[config.mk]
export PLATFORM = sky130hd
export DESIGN_NAME = alu_pipe
export DESIGN_NICKNAME = d
export VERILOG_FILES = /design/src/rtl/alu_pkg.sv /design/src/rtl/alu_core.sv /design/src/rtl/alu_pipe.sv
export SDC_FILE = /design/constraint.sdc
export NUM_CORES = 1
export LEC_CHECK = 0
export ABC_CLOCK_PERIOD_IN_PS = 3590
export CAP_MARGIN = 20
export CORE_ASPECT_RATIO = 0.75
export CORE_MARGIN = 2
export CORE_UTILIZATION = 50
export CTS_BUF_LIST = sky130_fd_sc_hd__clkbuf_8
export CTS_CLUSTER_SIZE = 8
export DETAILED_ROUTE_END_ITERATION = 8
export GPL_TIMING_DRIVEN = 0
export PLACE_DENSITY = 0.79
export SETUP_SLACK_MARGIN = 0.1
export SYNTH_ARGS = -nofsm -noshare
export SYNTH_HDL_FRONTEND = slang
export SYNTH_SLANG_ARGS = --single-unit
[constraint.sdc]
create_clock -name clk -period 3.59 [get_ports clk]
set_clock_uncertainty 0.05 [all_clocks]
set_input_delay 0.8975 -clock clk [delete_from_list [all_inputs] [get_ports clk]]
set_output_delay 0.8975 -clock clk [all_outputs]
set_load 0.02 [all_outputs]
[src/rtl/alu_pkg.sv]
// Shared definitions for the two-stage ALU pipeline: operation codes and
// bit positions inside the 4-bit flags word {neg, ovf, zero, carry}.
package alu_pkg;

  typedef enum logic [2:0] {
    MODE_ADD  = 3'd0,
    MODE_SUB  = 3'd1,
    MODE_INCA = 3'd2,
    MODE_INCB = 3'd3,
    MODE_ACC  = 3'd4,
    MODE_AND  = 3'd5,
    MODE_OR   = 3'd6,
    MODE_XOR  = 3'd7
  } alu_mode_e;

  localparam int unsigned FLAG_CARRY = 0;
  localparam int unsigned FLAG_ZERO  = 1;
  localparam int unsigned FLAG_OVF   = 2;
  localparam int unsigned FLAG_NEG   = 3;

endpackage

[src/rtl/alu_core.sv]
// Combinational ALU datapath: WIDTH+1-bit result (top bit carry/borrow) and
// {neg, ovf, zero, carry} flags; ACC is the accumulator operand for MODE_ACC.
module alu_core
  import alu_pkg::*;
#(
  parameter int unsigned WIDTH = 8
) (
  input  logic [WIDTH-1:0] A,
  input  logic [WIDTH-1:0] B,
  input  logic [WIDTH-1:0] ACC,
  input  logic [2:0]       MODE,
  output logic [WIDTH:0]   Y,
  output logic [3:0]       flags
);

  localparam logic [WIDTH:0] ONE = {{WIDTH{1'b0}}, 1'b1};

  logic ovf;

  always_comb begin
    Y   = '0;
    ovf = 1'b0;
    case (alu_mode_e'(MODE))
      MODE_ADD: begin
        Y   = {1'b0, A} + {1'b0, B};
        ovf = (A[WIDTH-1] == B[WIDTH-1]) && (Y[WIDTH-1] != A[WIDTH-1]);
      end
      MODE_SUB: begin
        Y   = {1'b0, A} - {1'b0, B};
        ovf = (A[WIDTH-1] != B[WIDTH-1]) && (Y[WIDTH-1] != A[WIDTH-1]);
      end
      // Increment is addition of +1, so overflow only from max positive.
      MODE_INCA: begin
        Y   = {1'b0, A} + ONE;
        ovf = !A[WIDTH-1] && Y[WIDTH-1];
      end
      MODE_INCB: begin
        Y   = {1'b0, B} + ONE;
        ovf = !B[WIDTH-1] && Y[WIDTH-1];
      end
      MODE_ACC: begin
        Y   = {1'b0, ACC} + {1'b0, A};
        ovf = (ACC[WIDTH-1] == A[WIDTH-1]) && (Y[WIDTH-1] != ACC[WIDTH-1]);
      end
      MODE_AND: Y = {1'b0, A & B};
      MODE_OR:  Y = {1'b0, A | B};
      MODE_XOR: Y = {1'b0, A ^ B};
      default:  Y = '0;
    endcase
  end

  always_comb begin
    flags             = '0;
    flags[FLAG_CARRY] = Y[WIDTH];
    flags[FLAG_ZERO]  = (Y[WIDTH-1:0] == '0);
    flags[FLAG_OVF]   = ovf;
    flags[FLAG_NEG]   = Y[WIDTH-1];
  end

endmodule

[src/rtl/alu_pipe.sv]
// Two-stage valid/ready ALU pipeline: S1 registers operands, S2 computes and
// registers the result; the accumulator lives in S2 so MODE_ACC chains per cycle.
module alu_pipe
  import alu_pkg::*;
#(
  parameter int unsigned WIDTH = 8
) (
  input  logic             clk,
  input  logic             rstn,
  input  logic             in_valid,
  output logic             in_ready,
  input  logic [WIDTH-1:0] A,
  input  logic [WIDTH-1:0] B,
  input  logic [2:0]       MODE,
  output logic             out_valid,
  input  logic             out_ready,
  output logic [WIDTH:0]   Y,
  output logic [3:0]       flags
);

  logic             s1_valid;
  logic [WIDTH-1:0] s1_a;
  logic [WIDTH-1:0] s1_b;
  alu_mode_e        s1_mode;
  logic [WIDTH-1:0] acc;
  logic [WIDTH:0]   core_y;
  logic [3:0]       core_flags;
  logic             s2_adv;
  logic             s2_load;

  // S2 may advance when empty or drained; it only captures when S1 holds data.
  assign s2_adv   = !out_valid || out_ready;
  assign s2_load  = s1_valid && s2_adv;
  assign in_ready = !s1_valid || s2_load;

  always_ff @(posedge clk or negedge rstn) begin
    if (!rstn) begin
      s1_valid <= 1'b0;
      s1_a     <= '0;
      s1_b     <= '0;
      s1_mode  <= MODE_ADD;
    end else if (in_ready) begin
      s1_valid <= in_valid;
      if (in_valid) begin
        s1_a    <= A;
        s1_b    <= B;
        s1_mode <= alu_mode_e'(MODE);
      end
    end
  end

  alu_core #(.WIDTH(WIDTH)) u_core (
    .A     (s1_a),
    .B     (s1_b),
    .ACC   (acc),
    .MODE  (s1_mode),
    .Y     (core_y),
    .flags (core_flags)
  );

  always_ff @(posedge clk or negedge rstn) begin
    if (!rstn) begin
      out_valid <= 1'b0;
      Y         <= '0;
      flags     <= '0;
      acc       <= '0;
    end else if (s2_adv) begin
      out_valid <= s1_valid;
      if (s1_valid) begin
        Y     <= core_y;
        flags <= core_flags;
        if (s1_mode == MODE_ACC) begin
          acc <= core_y[WIDTH-1:0];
        end
      end
    end
  end

endmodule

### After elaboration in Yosys (flattened, before gate mapping)

Index checks and enable logic that the tools add are counted.

| storage, ports and cells | value |
|---|---|
| register bits | 42 |
| bits of input ports | 23 |
| output and inout port bits | 15 |
| word-level logic and storage cells | 48 |

| cells by class | value |
|---|---|
| add/subtract/negate cells | 5 |
| eq/ne operators | 13 |
| mux-type cells | 2 |
| bitwise gates (word level) | 3 |
| reductions and logical operators | 17 |

Operator list:

| operator | count |
|---|---|
| one-hot mux 9 bit (8 select lines) | 1 |
| adder 8 x 1 -> 9 bit, second input constant | 2 |
| adder 8 x 8 -> 9 bit | 2 |
| equality test 3 bit, second input constant | 4 |
| subtractor 8 x 8 -> 9 bit | 1 |
| AND 8 bit | 1 |
| logical NOT 8 bit | 1 |
| bitwise OR 8 bit | 1 |
| bitwise XOR 8 bit | 1 |
| equality test 3 x 2 -> 1 bit, second input constant | 2 |
| logical AND 1 bit | 6 |
| one-hot mux 1 bit (5 select lines) | 1 |
| logical NOT 1 bit | 4 |
| != test 1 bit | 4 |
| AND reduction 2 bit | 2 |
| equality test 3 x 1 -> 1 bit, second input constant | 1 |
| logical NOT 3 bit | 1 |
| AND reduction 3 bit | 1 |
| equality test 1 bit | 2 |
| logical OR 1 bit | 2 |

### Logic depth before layout (Yosys ltp)

Gate-level depths: netlist (run 1).

| depth | value |
|---|---|
| depth in word-level cells | 5 |
| gate-level depth with buffers | 11 |
| mapped depth without buffers | 11 |

### Cells and area by module

A second synthesis (run 1) with hierarchy kept.

| unflattened totals | value |
|---|---|
| cell total of the unflattened synthesis | 391 |
| area total of the unflattened synthesis | 3664.8 µm² |

By module, submodules not included:

| module | instances | cells an instance | area an instance (µm²) | seq. area each (µm²) |
|---|---|---|---|---|
| alu_core | 1 | 299 | 2080.7 | 0.0 |
| alu_pipe | 1 | 92 | 1584.0 | 1051.0 |

### Least setup slack after synthesis (run 1)

OpenSTA, ideal clock, no wires.

| path | value |
|---|---|
| kind | register to register |
| start | register s1_a[1] |
| end | register acc[7] |
| library setup time | 0.125 ns |
| arrival | 2.585 ns |
| required time | 3.415 ns |
| path slack | 0.830 ns |
| stages on the path, launching flop included | 10 |
| buffers on the path | 0 |
| clock period less this slack | 2.760 ns |
| path through | dfrtp_1 -> inv_1 -> ha_1 -> a211oi_2 -> o21bai_1 -> a2111oi_2 -> nor2_1 -> mux2_4 -> and4_4 -> mux2_2 |

| on the way | value |
|---|---|
| longest elaborated chain between the ends | 2 |
| elaborated cells on any way between the ends | 5 |
| classes of those cells | add/sub (4); mux (1) |

RTL lines:

| item | line | source |
|---|---|---|
| start: declaration | alu_pipe.sv:22 | `logic [WIDTH-1:0] s1_a;` |
| start signal: assignment | alu_pipe.sv:39 | `s1_a <= '0;` |
| start signal: assignment | alu_pipe.sv:45 | `s1_a <= A;` |
| adder 8 x 8 -> 9 bit (tied with other cells) | alu_core.sv:42 | `Y = {1'b0, ACC} + {1'b0, A};` |
| one-hot mux 9 bit (8 select lines) * | alu_core.sv:23 | `case (alu_mode_e'(MODE))` |
| end signal: assignment | alu_pipe.sv:73 | `acc <= core_y[WIDTH-1:0];` |
| end: declaration | alu_pipe.sv:25 | `logic [WIDTH-1:0] acc;` |

Every way passes the cells marked *; elsewhere a longest branch is shown, timed or not.
A chain may end at the register's enable or synchronous reset.

### Final worst setup path (run 1)

| path | value |
|---|---|
| start | register s1_a[1] |
| end | register Y[7] |

| on the way | value |
|---|---|
| longest elaborated chain between the ends | 2 |
| elaborated cells on any way between the ends | 5 |
| classes of those cells | add/sub (4); mux (1) |

RTL lines:

| item | line | source |
|---|---|---|
| adder 8 x 8 -> 9 bit (tied with other cells) | alu_core.sv:42 |  |
| one-hot mux 9 bit (8 select lines) * | alu_core.sv:23 |  |
| end signal: assignment | alu_pipe.sv:70 | `Y <= core_y;` |
| end: declaration | alu_pipe.sv:17 | `output logic [WIDTH:0] Y,` |

Marked as above.

==> results of run 1 <==
## state kept, by name (all words and copies together), names as in the netlist
signal,flops
Y,8
acc,8
flags,3
out_valid,1
s1_a,8
s1_b,8
s1_mode,3
s1_valid,1
## logic make-up (layout without fill, tap and decap cells)
| family | Yosys count | count (layout) | share of synthesized area (%) |
|---|---|---|---|
| and+or+nand+nor | 114 | 114 | 16.2 |
| AOI/OAI and AO/OA | 113 | 113 | 22.1 |
| buffers and inverters | 45 | 89 | 5.32 |
| DFF | 40 | 40 | 27.6 |
| adders and majority gates | 39 | 39 | 14.1 |
| muxes | 39 | 39 | 12.0 |
| xor gates and xnor gates | 11 | 11 | 2.66 |
## power by group
part | leakage, nW | internal [mW] | switching, mW | total (mW)
registers | 0.478 | 0.571 | 0.130 | 0.701
clock network | 0.0452 | 0.130 | 0.162 | 0.292
logic | 1.32 | 0.686 | 0.827 | 1.51
total | 1.85 | 1.39 | 1.12 | 2.51
## layer usage
layer | global-route usage, % | up-vias | share of wire (%)
met5 | 0 | - | 0
met4 | 7.33 | 0 | 2.0
met3 | 3.96 | 22 | 7.2
met2 | 39.9 | 122 | 44
met1 | 39.2 | 1551 | 47
li1 | - | 1563 | -
## area by class of cell
cell class / count / area [µm²] / share of cell area, %
Buffer: 16 / 83.8 / 2.00
Timing Repair Buffer: 37 / 365 / 8.72
Multi-Input combinational cell: 316 / 2430 / 58.0
Inverter: 29 / 109 / 2.60
Sequential cell: 40 / 1000 / 23.9
Clock inverter: 2 / 8.76 / 0.209
Clock buffer: 5 / 68.8 / 1.64
Tap cell: 98 / 123 / 2.93
## cells in the final DEF, fill, tap and decap left out, drive strengths merged, types with 3 or more instances in the layout
cell type / count
o32ai: 3
fa: 3
nor3: 12
o22ai: 6
o22a: 3
nand2b: 11
mux2i: 9
o21bai: 5
nand2: 29
nand3: 12
nand4: 3
a2111oi: 3
inv: 30
nor2: 23
o21ai: 22
o31ai: 4
nand4b: 3
a21o: 10
nor2b: 4
a21oi: 17
a31oi: 6
dfrtp: 40
mux2: 30
xnor2: 10
buf: 11
clkbuf: 11
ha: 36
o211ai: 4
o21a: 3
clkdlybuf4s50: 36
a211oi: 12
or3: 4
## worst max-delay path by stage
| stage | start | end | slack [ns] |
|---|---|---|---|
| floorplan | s1_a[1]$_DFFE_PN0P_ | acc[7]$_DFFE_PN0P_ | 0.83 |
| global placement | s1_a[0]$_DFFE_PN0P_ | flags[1]$_DFFE_PN0P_ | 0.46 |
| detailed placement | s1_a[1]$_DFFE_PN0P_ | Y[7]$_DFFE_PN0P_ | 0.40 |
| CTS | s1_a[1]$_DFFE_PN0P_ | Y[7]$_DFFE_PN0P_ | 0.37 |
| global route | s1_a[1]$_DFFE_PN0P_ | flags[2]$_DFFE_PN0P_ | 0.12 |
| finish | s1_a[1]$_DFFE_PN0P_ | Y[7]$_DFFE_PN0P_ | 0.31 |
## metrics by stage
stage          setup WS (ns)  area, µm²
3_3_place_gp           0.456       4120
4_1_cts                0.366       4190
5_1_grt                0.117       4190
6_report               0.307       4190
2_1_floorplan          0.830       3620
3_5_place_dp           0.395       4110
## tightest hold or removal path, delay by kind of cell, from the launching register on
kind / cells / cell delay [ns]
flops: 1 / 0.34
simple gates: 2 / 0.11
==> qor.txt, run 1 <==
H-tree levels - 2
Cell taking the most area after synthesis - dfrtp_1
Final antenna-violating net count - 0
Setup-violating endpoint count in the final report - 0
Ant. Diodes - 0
Dominant cells by area after synthesis - dfrtp_1 28%, ha_1 12%, mux2_2 8.7%
Largest net degree at the start of global routing - 41
Min-Delay Path Class - flip-flop to flip-flop
Cell with the most instances after synthesis - dfrtp_1
Highest attainable clock frequency - 0.305 GHz
Buffers from clock root to sink, at most - 2
Fraction of synthesis flops using an asynchronous set or reset pin - 100%
Buffers inserted by post-CTS timing repair - 0
Post-CTS Hold Buffers - 0
Critical path's slowest cell - dfrtp_1
Series of cell instances along the critical path - inv_1 > ha_1 > a211oi_2 > o21bai_1 > a2111oi_2 > nor2_1 > mux2_4 > and4_4 > mux2_4
CP endpoint kind - flip-flop
Synth cell count leaders - 40 x dfrtp_1, 36 x ha_1, 29 x inv_1, 29 x nand2_1, 28 x mux2_2
Standard-cell rows - 26
Final-report hold violation count - 0
Routed WL per cell - 18.3 µm
Sequential fraction of the synthesis area - 27.6%
Number of buffer cells added on primary ports - 37
Pwr Density - 598 nW/µm²
Number of cells on the worst hold path - 2
Actual slew at the worst max-slew pin - 0.895 ns
Data arrival, critical path - 3.41 ns
Dominant register cell in the synthesized netlist - dfrtp_1
Synth top area share - 27.6%
Unrepaired setup endpoints after global routing - false
Count of synthesis-stage warnings from yosys - 0
Wire length of the first global-routing pass - 16,200 µm
Worst Hold Path EP - Y[4]$_DFFE_PN0P_
End of the worst register-to-register path - Y[7]$_DFFE_PN0P_
Final cycle utilization of the critical path - 91.5%
Worst path required time - 3.72 ns
Category of cells accounting for the largest share of critical-path delay - compound AO/OA/AOI/OAI gates
Number of enable flip-flop cells after synthesis - 0
Maximum fanout along the worst path - 10
Chip Height - 77.7 µm
Vias per Instance - 6.00
Antenna violations before repair - 0
Die outline area - 7950 µm²
DP HPWL - 7800 µm
Reg-to-reg critical path startpoint - s1_a[1]$_DFFE_PN0P_
Clock tree root buffer cell - clkbuf_8
Fin cells - 543
Stages on the worst setup path - 9
Final TNS setup - 0 ns
Via total after detailed routing - 3,258
Clock latency at the later pin of the worst-skew pair - 0.29 ns
I/O pins - 38
Number of slew-limit violations in the final report - 0
Drt first pass iters - 5
DRC Markers - 0
Most Frequent Cell on Critical Path - mux2_4
Syn-to-layout area delta - 15.6%
CP Launch Type - flip-flop
Via count of the first global-routing pass - 3,212
Total wire length - 9920 µm
First-iteration detailed-routing DRC count - 239
Filler cell count - 630
Routability Congestion - 0.939
CTS tree - done
Count of max-cap constraint violations - 0
Fin util - 60.5%
CTS Sinks - 40
Nets - 507
Total power after layout - 2.51 mW
Max IR drop VDD - 0.278 mV
Syn Nets - 463
Total gr overflow - 0
Gate Count Post-Synth - 401
P_leak - 1.85 nW
Distinct cells, synth - 65
Aggregate global-route resource usage - 26.4%
Post-Synthesis Cell Area - 3620 µm²
Maximum single-stage delay on the critical path - 0.64 ns
Synthesized area divided by synthesized cell count - 9.04 µm²
Inst Count DP - 536
Clock-pin slew reported for the worst setup and hold paths after clock tree synthesis - 0.08 ns
Crit Path Class - flip-flop to flip-flop
Placeable core area - 6930 µm²
R2R cell count - 9
Num CTS Buffers - 5
Fraction of final layout cells with drive strength greater than 1 - 13.7%
Outcome - finished, final reports clean
Final min period - 3.28 ns
Register-to-register setup slack - 0.31 ns
Total of flip-flops plus latches after synthesis - 40
Horizontal die dimension - 102 µm
PostCTS Resize Cnt - 0
CP Buf/Inv Count - 1
Starting Density - 52.3%
Worst hold slack after final layout - 0.429 ns
Tightest slew margin relative to the limit - 40.3%
Min-Delay Startpoint - Y[4]$_DFFE_PN0P_
No activity file was read; power rests on OpenSTA's default activity.
==> run 2, diff against run 1 <==
ABC_CLOCK_PERIOD_IN_PS = 3990   (was 3590)
PLACE_DENSITY = default   (was 0.79)
PLACE_DENSITY_LB_ADDON = 0.1   (was default)
SLEW_MARGIN = 20   (was default)
clock period = 3.99 ns   (was 3.59 ns; I/O delays follow)
==> run 2 against run 1 <==
Effect of this change: final cell count rose by 0.18%; sequential share of layout area fell by 0.16 points; clock power fell by 8.9%; sequential power fell by 10%; register-to-register slack improved by 0.41 ns; worst hold slack improved by 0.0021 ns; die area did not move; first-iteration DRC count fell by 25%; critical path type is now primary input to primary output.
==> qor.txt, run 2 (same netlist as run 1, synthesis figures left out) <==
H-tree levels - 2
Total wire length - 10,300 µm
Top library cells by usage in the layout, fill and taps aside - 40 x dfrtp_1, 36 x ha_1, 36 x clkdlybuf4s50_1
PostCTS Resize Cnt - 0
Count of max-cap constraint violations - 0
Final min period - 3.27 ns
Placeable core area - 6930 µm²
Starting Density - 52.3%
Max IR drop VDD - 0.284 mV
Outcome - finished, final reports clean
Drt first pass iters - 5
Data arrival, critical path - 2.23 ns
Final-report hold violation count - 0
I/O pins - 38
Tightest slew margin relative to the limit - 60.6%
Final cycle utilization of the critical path - 82.0%
CTS Sinks - 40
Clock tree root buffer cell - clkbuf_8
Highest attainable clock frequency - 0.306 GHz
Aggregate global-route resource usage - 27.5%
Reg-to-reg critical path startpoint - s1_a[1]$_DFFE_PN0P_
Number of slew-limit violations in the final report - 0
Nets - 508
Total gr overflow - 0
Pwr Density - 536 nW/µm²
Post-placement worst setup slack - 0.716 ns
Die outline area - 7950 µm²
Routed WL per cell - 18.9 µm
Chip Height - 77.7 µm
Actual slew at the worst max-slew pin - 0.590 ns
Post-CTS Hold Buffers - 0
Fin worst setup slack - 0.717 ns
DRC Markers - 0
Filler cell count - 638
CP Launch Type - primary input
Largest net degree at the start of global routing - 25
P_leak - 1.86 nW
CP endpoint kind - primary output
Fraction of final layout cells with drive strength greater than 1 - 13.9%
Horizontal die dimension - 102 µm
Clock-pin slew reported for the worst setup and hold paths after clock tree synthesis - 0.08 ns
Number of cells on the worst hold path - 2
Crit Path Class - primary input to primary output
Worst path required time - 2.94 ns
Num CTS Buffers - 5
CTS tree - done
DP HPWL - 8060 µm
Vias per Instance - 6.08
Unrepaired setup endpoints after global routing - false
Setup-violating endpoint count in the final report - 0
Clock latency at the later pin of the worst-skew pair - 0.30 ns
Buffers inserted by post-CTS timing repair - 0
Antenna violations before repair - 0
Leading cell type in the layout, fill and taps excluded - dfrtp_1
Buffers from clock root to sink, at most - 2
Timing startpoint of the critical path - out_ready
Routability Congestion - 0.947
Maximum fanout along the worst path - 3
Min-Delay Path Class - flip-flop to flip-flop
Number of buffer cells added on primary ports - 37
Via count of the first global-routing pass - 3,272
Wire length of the first global-routing pass - 16,800 µm
Standard-cell rows - 26
First-iteration detailed-routing DRC count - 180
Ant. Diodes - 0
Min-Delay Startpoint - Y[3]$_DFFE_PN0P_
Final antenna-violating net count - 0
Final TNS setup - 0 ns
R2R cell count - 9
Via total after detailed routing - 3,309
Syn-to-layout area delta - 16.4%
run 2: critical path: stages:
cell and delay (ns):
clkdlybuf4s50_1 0.46, nand3b_1 0.14, clkdlybuf4s50_1 0.62
run 2: metal layers:
metal / vias up / global-route usage [%] / routed length [µm]
li1: 1557 / - / -
met1: 1607 / 41.8 / 4920
met2: 126 / 40.2 / 4470
met3: 19 / 4.50 / 734
met4: 0 / 7.07 / 180
met5: - / 0 / 0
run 2: power breakdown:
| part | internal (mW) | switching, mW |
|---|---|---|
| clock network | 0.117 | 0.149 |
| registers | 0.514 | 0.115 |
| logic | 0.621 | 0.746 |
run 2: worst paths after layout:
check                      slack (ns)             endpoint
max                              0.72             in_ready
min                              0.43     Y[3]$_DFFE_PN0P_
max reg2reg                      0.72   acc[7]$_DFFE_PN0P_
min reg2reg                      0.43     Y[3]$_DFFE_PN0P_
max in group asynchronous        2.83   acc[3]$_DFFE_PN0P_
min in group asynchronous        0.58  s1_b[6]$_DFFE_PN0P_
run 2: through the flow:
| step | instances | utilization, % | hold WS, ns | total power, mW | area, µm² |
|---|---|---|---|---|---|
| 2_1_floorplan | 401 | - | 0.404 | 1.57 | 3620 |
| 3_3_place_gp | 536 | 59.4 | 0.411 | 1.95 | 4120 |
| 3_5_place_dp | 537 | 59.7 | 0.415 | 1.97 | 4140 |
| 4_1_cts | 544 | 60.9 | 0.435 | 2.25 | 4220 |
| 5_1_grt | 544 | 60.9 | 0.468 | 2.44 | 4220 |
| 6_report | 544 | 60.9 | 0.431 | 2.26 | 4220 |
run 2: cell type report:
cell class / count / area [µm²] / area share (%)
Timing Repair Buffer: 38 / 393 / 9.32
Inverter: 29 / 109 / 2.58
Clock buffer: 5 / 68.8 / 1.63
Sequential cell: 40 / 1000 / 23.7
Clock inverter: 2 / 8.76 / 0.208
Buffer: 16 / 83.8 / 1.99
Tap cell: 98 / 123 / 2.91
Multi-Input combinational cell: 316 / 2430 / 57.6
